### src/rtl/fpu_dispatch.sv
// fpu_dispatch: single-outstanding issue stage in front of the FPU.
// Request in, one-hot opcode pulse out, response back with watchdog.
//
// Ports
//   sys_clk, rstn      clock, async active-low reset
//   req_*              request handshake from the core (op, x1, x2, tag)
//   fpu_opcode         one-hot opcode, non-zero for exactly one cycle
//   fpu_x1, fpu_x2     registered operands, held until the next request
//   fpu_y, fpu_ovf     FPU result, qualified by fpu_out_valid
//   rsp_*              response handshake back to the core
//   busy               high whenever a request is in flight
module fpu_dispatch #(
    parameter int TIMEOUT = 64,
    parameter int TAG_W   = 4
) (
    input  logic             sys_clk,
    input  logic             rstn,
    input  logic             req_valid,
    output logic             req_ready,
    input  logic [2:0]       req_op,
    input  logic [31:0]      req_x1,
    input  logic [31:0]      req_x2,
    input  logic [TAG_W-1:0] req_tag,
    output logic [7:0]       fpu_opcode,
    output logic [31:0]      fpu_x1,
    output logic [31:0]      fpu_x2,
    input  logic [31:0]      fpu_y,
    input  logic             fpu_ovf,
    input  logic             fpu_out_valid,
    output logic             rsp_valid,
    input  logic             rsp_ready,
    output logic [31:0]      rsp_y,
    output logic             rsp_ovf,
    output logic             rsp_timeout,
    output logic [TAG_W-1:0] rsp_tag,
    output logic             busy
);

    localparam int CNT_W = $clog2(TIMEOUT);
    localparam logic [CNT_W-1:0] CNT_LAST = CNT_W'(TIMEOUT - 1);

    typedef enum logic [1:0] {
        S_IDLE,
        S_ISSUE,
        S_WAIT,
        S_RESP
    } state_e;

    state_e state_q, state_d;

    logic [CNT_W-1:0] cnt_q, cnt_d;
    logic [7:0]       opcode_q, opcode_d;
    logic [31:0]      x1_q, x1_d;
    logic [31:0]      x2_q, x2_d;
    logic [TAG_W-1:0] tag_q, tag_d;

    logic             rsp_valid_q, rsp_valid_d;
    logic [31:0]      rsp_y_q, rsp_y_d;
    logic             rsp_ovf_q, rsp_ovf_d;
    logic             rsp_to_q, rsp_to_d;
    logic [TAG_W-1:0] rsp_tag_q, rsp_tag_d;

    always_comb begin
        state_d     = state_q;
        cnt_d       = cnt_q;
        // The opcode is a pulse: it falls back to zero unless
        // a request is being accepted this cycle.
        opcode_d    = 8'h00;
        x1_d        = x1_q;
        x2_d        = x2_q;
        tag_d       = tag_q;
        rsp_valid_d = rsp_valid_q;
        rsp_y_d     = rsp_y_q;
        rsp_ovf_d   = rsp_ovf_q;
        rsp_to_d    = rsp_to_q;
        rsp_tag_d   = rsp_tag_q;

        unique case (state_q)
            S_IDLE: begin
                if (req_valid) begin
                    state_d  = S_ISSUE;
                    opcode_d = 8'h01 << req_op;
                    x1_d     = req_x1;
                    x2_d     = req_x2;
                    tag_d    = req_tag;
                end
            end

            S_ISSUE: begin
                // A result cannot belong to an op issued this same
                // cycle, so fpu_out_valid is not looked at here.
                state_d = S_WAIT;
                cnt_d   = '0;
            end

            S_WAIT: begin
                if (fpu_out_valid) begin
                    // A real answer beats the watchdog on a tie.
                    state_d     = S_RESP;
                    rsp_valid_d = 1'b1;
                    rsp_y_d     = fpu_y;
                    rsp_ovf_d   = fpu_ovf;
                    rsp_to_d    = 1'b0;
                    rsp_tag_d   = tag_q;
                end else if (cnt_q == CNT_LAST) begin
                    state_d     = S_RESP;
                    rsp_valid_d = 1'b1;
                    rsp_y_d     = 32'h0;
                    rsp_ovf_d   = 1'b0;
                    rsp_to_d    = 1'b1;
                    rsp_tag_d   = tag_q;
                end else begin
                    cnt_d = cnt_q + CNT_W'(1);
                end
            end

            S_RESP: begin
                if (rsp_ready) begin
                    state_d     = S_IDLE;
                    rsp_valid_d = 1'b0;
                end
            end

            default: begin
                state_d = S_IDLE;
            end
        endcase
    end

    always_ff @(posedge sys_clk or negedge rstn) begin
        if (!rstn) begin
            state_q     <= S_IDLE;
            cnt_q       <= '0;
            opcode_q    <= 8'h00;
            x1_q        <= 32'h0;
            x2_q        <= 32'h0;
            tag_q       <= '0;
            rsp_valid_q <= 1'b0;
            rsp_y_q     <= 32'h0;
            rsp_ovf_q   <= 1'b0;
            rsp_to_q    <= 1'b0;
            rsp_tag_q   <= '0;
        end else begin
            state_q     <= state_d;
            cnt_q       <= cnt_d;
            opcode_q    <= opcode_d;
            x1_q        <= x1_d;
            x2_q        <= x2_d;
            tag_q       <= tag_d;
            rsp_valid_q <= rsp_valid_d;
            rsp_y_q     <= rsp_y_d;
            rsp_ovf_q   <= rsp_ovf_d;
            rsp_to_q    <= rsp_to_d;
            rsp_tag_q   <= rsp_tag_d;
        end
    end

    // Ready is masked by rstn so every output reads zero while
    // reset is held, and rises as soon as reset is released.
    assign req_ready   = rstn && (state_q == S_IDLE);
    assign busy        = (state_q != S_IDLE);
    assign fpu_opcode  = opcode_q;
    assign fpu_x1      = x1_q;
    assign fpu_x2      = x2_q;
    assign rsp_valid   = rsp_valid_q;
    assign rsp_y       = rsp_y_q;
    assign rsp_ovf     = rsp_ovf_q;
    assign rsp_timeout = rsp_to_q;
    assign rsp_tag     = rsp_tag_q;

endmodule

### config.mk
export PLATFORM = sky130hd
export DESIGN_NAME = fpu_dispatch
export DESIGN_NICKNAME = d
export VERILOG_FILES = /design/src/rtl/fpu_dispatch.sv
export SDC_FILE = /design/constraint.sdc
export NUM_CORES = 1
export LEC_CHECK = 0
export ABC_CLOCK_PERIOD_IN_PS = 1690
export CAP_MARGIN = 20
export CORE_ASPECT_RATIO = 0.6
export CORE_MARGIN = 2
export CORE_UTILIZATION = 37
export CTS_CLUSTER_DIAMETER = 30
export DETAILED_ROUTE_END_ITERATION = 7
export PLACE_DENSITY = 0.76
export SLEW_MARGIN = 20
export SYNTH_ARGS = -nofsm -noshare
export SYNTH_HDL_FRONTEND = slang
export SYNTH_SLANG_ARGS = --single-unit
### constraint.sdc
create_clock -name sys_clk -period 1.69 [get_ports sys_clk]
set_input_delay 0.338 -clock sys_clk [delete_from_list [all_inputs] [get_ports sys_clk]]
set_output_delay 0.338 -clock sys_clk [all_outputs]
set_load 0.05 [all_outputs]
==> results.md <==
* Vias at ~3.5k
* CORE AREA at 12200 sq um
* Post-CTS Hold Fix Bufs at 0
* Synth area leader: dfrtp_1
* Switch share at 44.8%
* Dpl cells at 696
* Vias in the first global route at ~3.7k
* Critical Path Source Type: flip-flop
* WL met2 at between 5000 and 6000 um
* Met1 Wirelength at ~5100 um
* Fin crit period at roughly 1.7 ns
* Syn_nets at roughly 420
* Worst min path class: input port to asynchronous set/reset pin
* Fin. max-slew vios at 0
* Nets at about 670
* Vias/cell at ~4.8
* H-tree level count at 4
* Area after DPL at 6990 sq um
* Failing checks: negative hold slack
* Max cap viols at 0
* Fin area at a little under 8000 sq um
* Setup Skew at between 0.007 and 0.008 ns
* Net Sw Power at a little over 0.008 W
* Uppermost layer routed: met4
* Worst VDD drop at 1.43 mV
* Gr usage total at 18.6%
* Register-to-Register Path Depth at 5
* Synth area leaders: dfrtp_1 (65%), mux2_2 (17%), a22o_1 (6.1%)
* Status: finished with violations
* CTS Buffer Depth at 2
* I/O pin count at ~220
* Flop and latch count out of synthesis at around 120
* Worst setup margin at roughly 0.011 ns
* Largest net degree at the start of global routing at 124
* Critical path endpoint category: primary output
* Max Freq at a little under 600 MHz
* Leak pwr at 3.58 nW
* Max Fanout on Critical Path at 3
* Gr ovfl total at 0
* Arrival @ worst endpoint at approximately 1.3 ns
* DRC Markers at 0
* Dominant synthesized flop cell: dfrtp_1
* Total CTS buffers at 17
* RSZ-0062 raised after global routing: yes
* Chip Height at a little over 90 um
* Placer Congestion at ~0.79
* First-pass GRT wire length at 19600 um
* # port buffers at around 220
* Post-synth cell types at 29
* Place WS at -0.176 ns
* Die Wd at ~150 um
* Cell Int Power at about 0.01 W
* Share of layout cells above drive strength 1 at between 40% and 50%
* Clock Tree Root: clkbuf_16
* Relative slew slack at a little over half
* Non-Filler Instances at between 700 and 800
* Clk sinks at roughly 120
* Post-Synthesis Cells at 309
* Final setup fails at 0
* Most frequent cells in the layout: buf_4 (127), dfrtp_1 (123), clkdlybuf4s50_1 (107), mux2_2 (73), a22o_1 (33)
* Most common cell after layout, fill and taps aside: buf_4
* Area growth syn-to-layout at 63.2%
* Post-synth top area share at about 65%
* Starting density of the core at between 30% and 40%
* Fin crit share at 99.3%
* Sequential fraction of the synthesis area at 65.4%
* Filler cells at 966
* Post-DP HPWL at roughly 8900 um
* Worst-margin pin slew at between 0.7 and 0.8 ns
* First-pass DRT Iterations at 4
* CTS clk-pin slew, worst paths at ~0.06 ns
* Iteration-0 DRC Markers at about 110
* Fin Hold WS at -0.0172 ns
* TritonCTS clock tree: yes
* Routed Antenna Nets at 0
* Critical Path RT at around 1.4 ns
* Share of power burned in registers at a little over a quarter
* # rows at 31
* Combinational power share at a little over half
* Routed WL per cell at 16.9 um
* Number of diodes at 0
* Drt total wl at 12400 um
* Die ar. at 13700 sq um
* Syn_area_per_cell at between 15 and 20 sq um
* Setup CP Type: flip-flop to primary output
* Worst skew pair latency at roughly 0.40 ns
* Power density cells at around 2400 nW/um^2
* EDFF count, synth at 0
* Detail Route met3 WL at roughly 1300 um
* Clock power share at roughly 20%
* Setup TNS at 0 ns
* FFs w/ async S/R, synth at 100%
* Final hold viol count at 9
* Yosys warns at 0
* Post-Synthesis Cell Area at 4710 sq um
* Initial antenna violation count at 0
kinds of logic (layout without fill, tap and decap cells):
group | count (synthesis) | after routing | share of synthesized area (%)
flops | 123 | 123 | 65.4
xor+xnor | 1 | 1 | 0.186
simple gates | 38 | 38 | 4.46
compound gates | 45 | 45 | 8.13
mux | 75 | 75 | 17.9
buf+inv | 21 | 281 | 2.39
fa+ha+maj | 6 | 6 | 1.59
synthesized netlist by cell type, types with 2 or more instances:
cell and n:
and4b_1 3, buf_6 3, a21oi_1 5, mux2i_1 2, buf_2 9, a22o_1 33, dfrtp_1 123, o22ai_1 2
clkbuf_1 3, nand2_1 5, nor3_1 7, mux2_2 73, inv_1 6, nor2_1 8, nand2b_1 3, and2_1 3
nand3_1 4, ha_1 6
timing repair:
item | 4_1_cts | 5_1_grt
setup buffers | 3 | 3
pin swaps | 1 | 0
resized for setup | 5 | 2
gates cloned | 0 | 0
endpoints found under the setup margin | 2 | 3
sequential cells by signal, summed over array words and instances (netlist names):
name,count
fpu_opcode,8
rsp_ovf,1
state_q,2
rsp_tag,4
tag_q,4
rsp_valid,1
fpu_x1,32
rsp_timeout,1
rsp_y,32
fpu_x2,32
cnt_q,6
worst max-delay path, stage by stage, from the launching register on:
cell     delay (ns)
dfrtp_1        0.40
inv_2          0.10
ha_4           0.16
and2_4         0.15
buf_12         0.13
stage by stage:
| stage | utilization (%) | power (W) |
|---|---|---|
| after global routing | 62.9 | 0.0193 |
| after floorplan | - | 0.0114 |
| after CTS | 62.6 | 0.0185 |
| after global placement | 57.2 | 0.0144 |
| final | 62.9 | 0.0184 |
| after detailed placement | 57.2 | 0.0146 |
layout make-up:
class	instances	area (sq um)	area share (%)
clock buffers	19	453	5.89
repair buffers	243	2200	28.6
well taps	165	206	2.69
clock inverters	13	168	2.18
inverters	6	26.3	0.342
flip-flops and latches	123	3080	40.1
multi-input cells	165	1550	20.2
final timing paths:
path	startpoint	end	slack (ns)
setup / recovery	state_q[0]	req_ready	0.01
hold / removal	rstn	fpu_x2[29]	-0.02
setup reg to reg	state_q[1]	state_q[1]	0.04
hold reg to reg	rsp_y[22]	rsp_y[22]	0.50
max in group asynchronous	rstn	rsp_y[31]	1.11
min in group sys_clk	rsp_y[22]	rsp_y[22]	0.50
power groups by stage:
stage                     sequential (W)  combinational (W)  clock [W]
after floorplan                  0.00924            0.00212          0
after global placement           0.00498            0.00941          0
after detailed placement         0.00505            0.00956          0
after CTS                        0.00502            0.00970    0.00383
after global routing             0.00520             0.0101    0.00399
final                            0.00502            0.00967    0.00373
routing by layer:
layer / up-vias / GRT usage [%]
li1: 1623 / -
met4: 0 / 6.45
met1: 1749 / 22.7
met2: 149 / 29.6
met5: - / 0
met3: 15 / 7.94
Power figures use the tool's default switching activity.
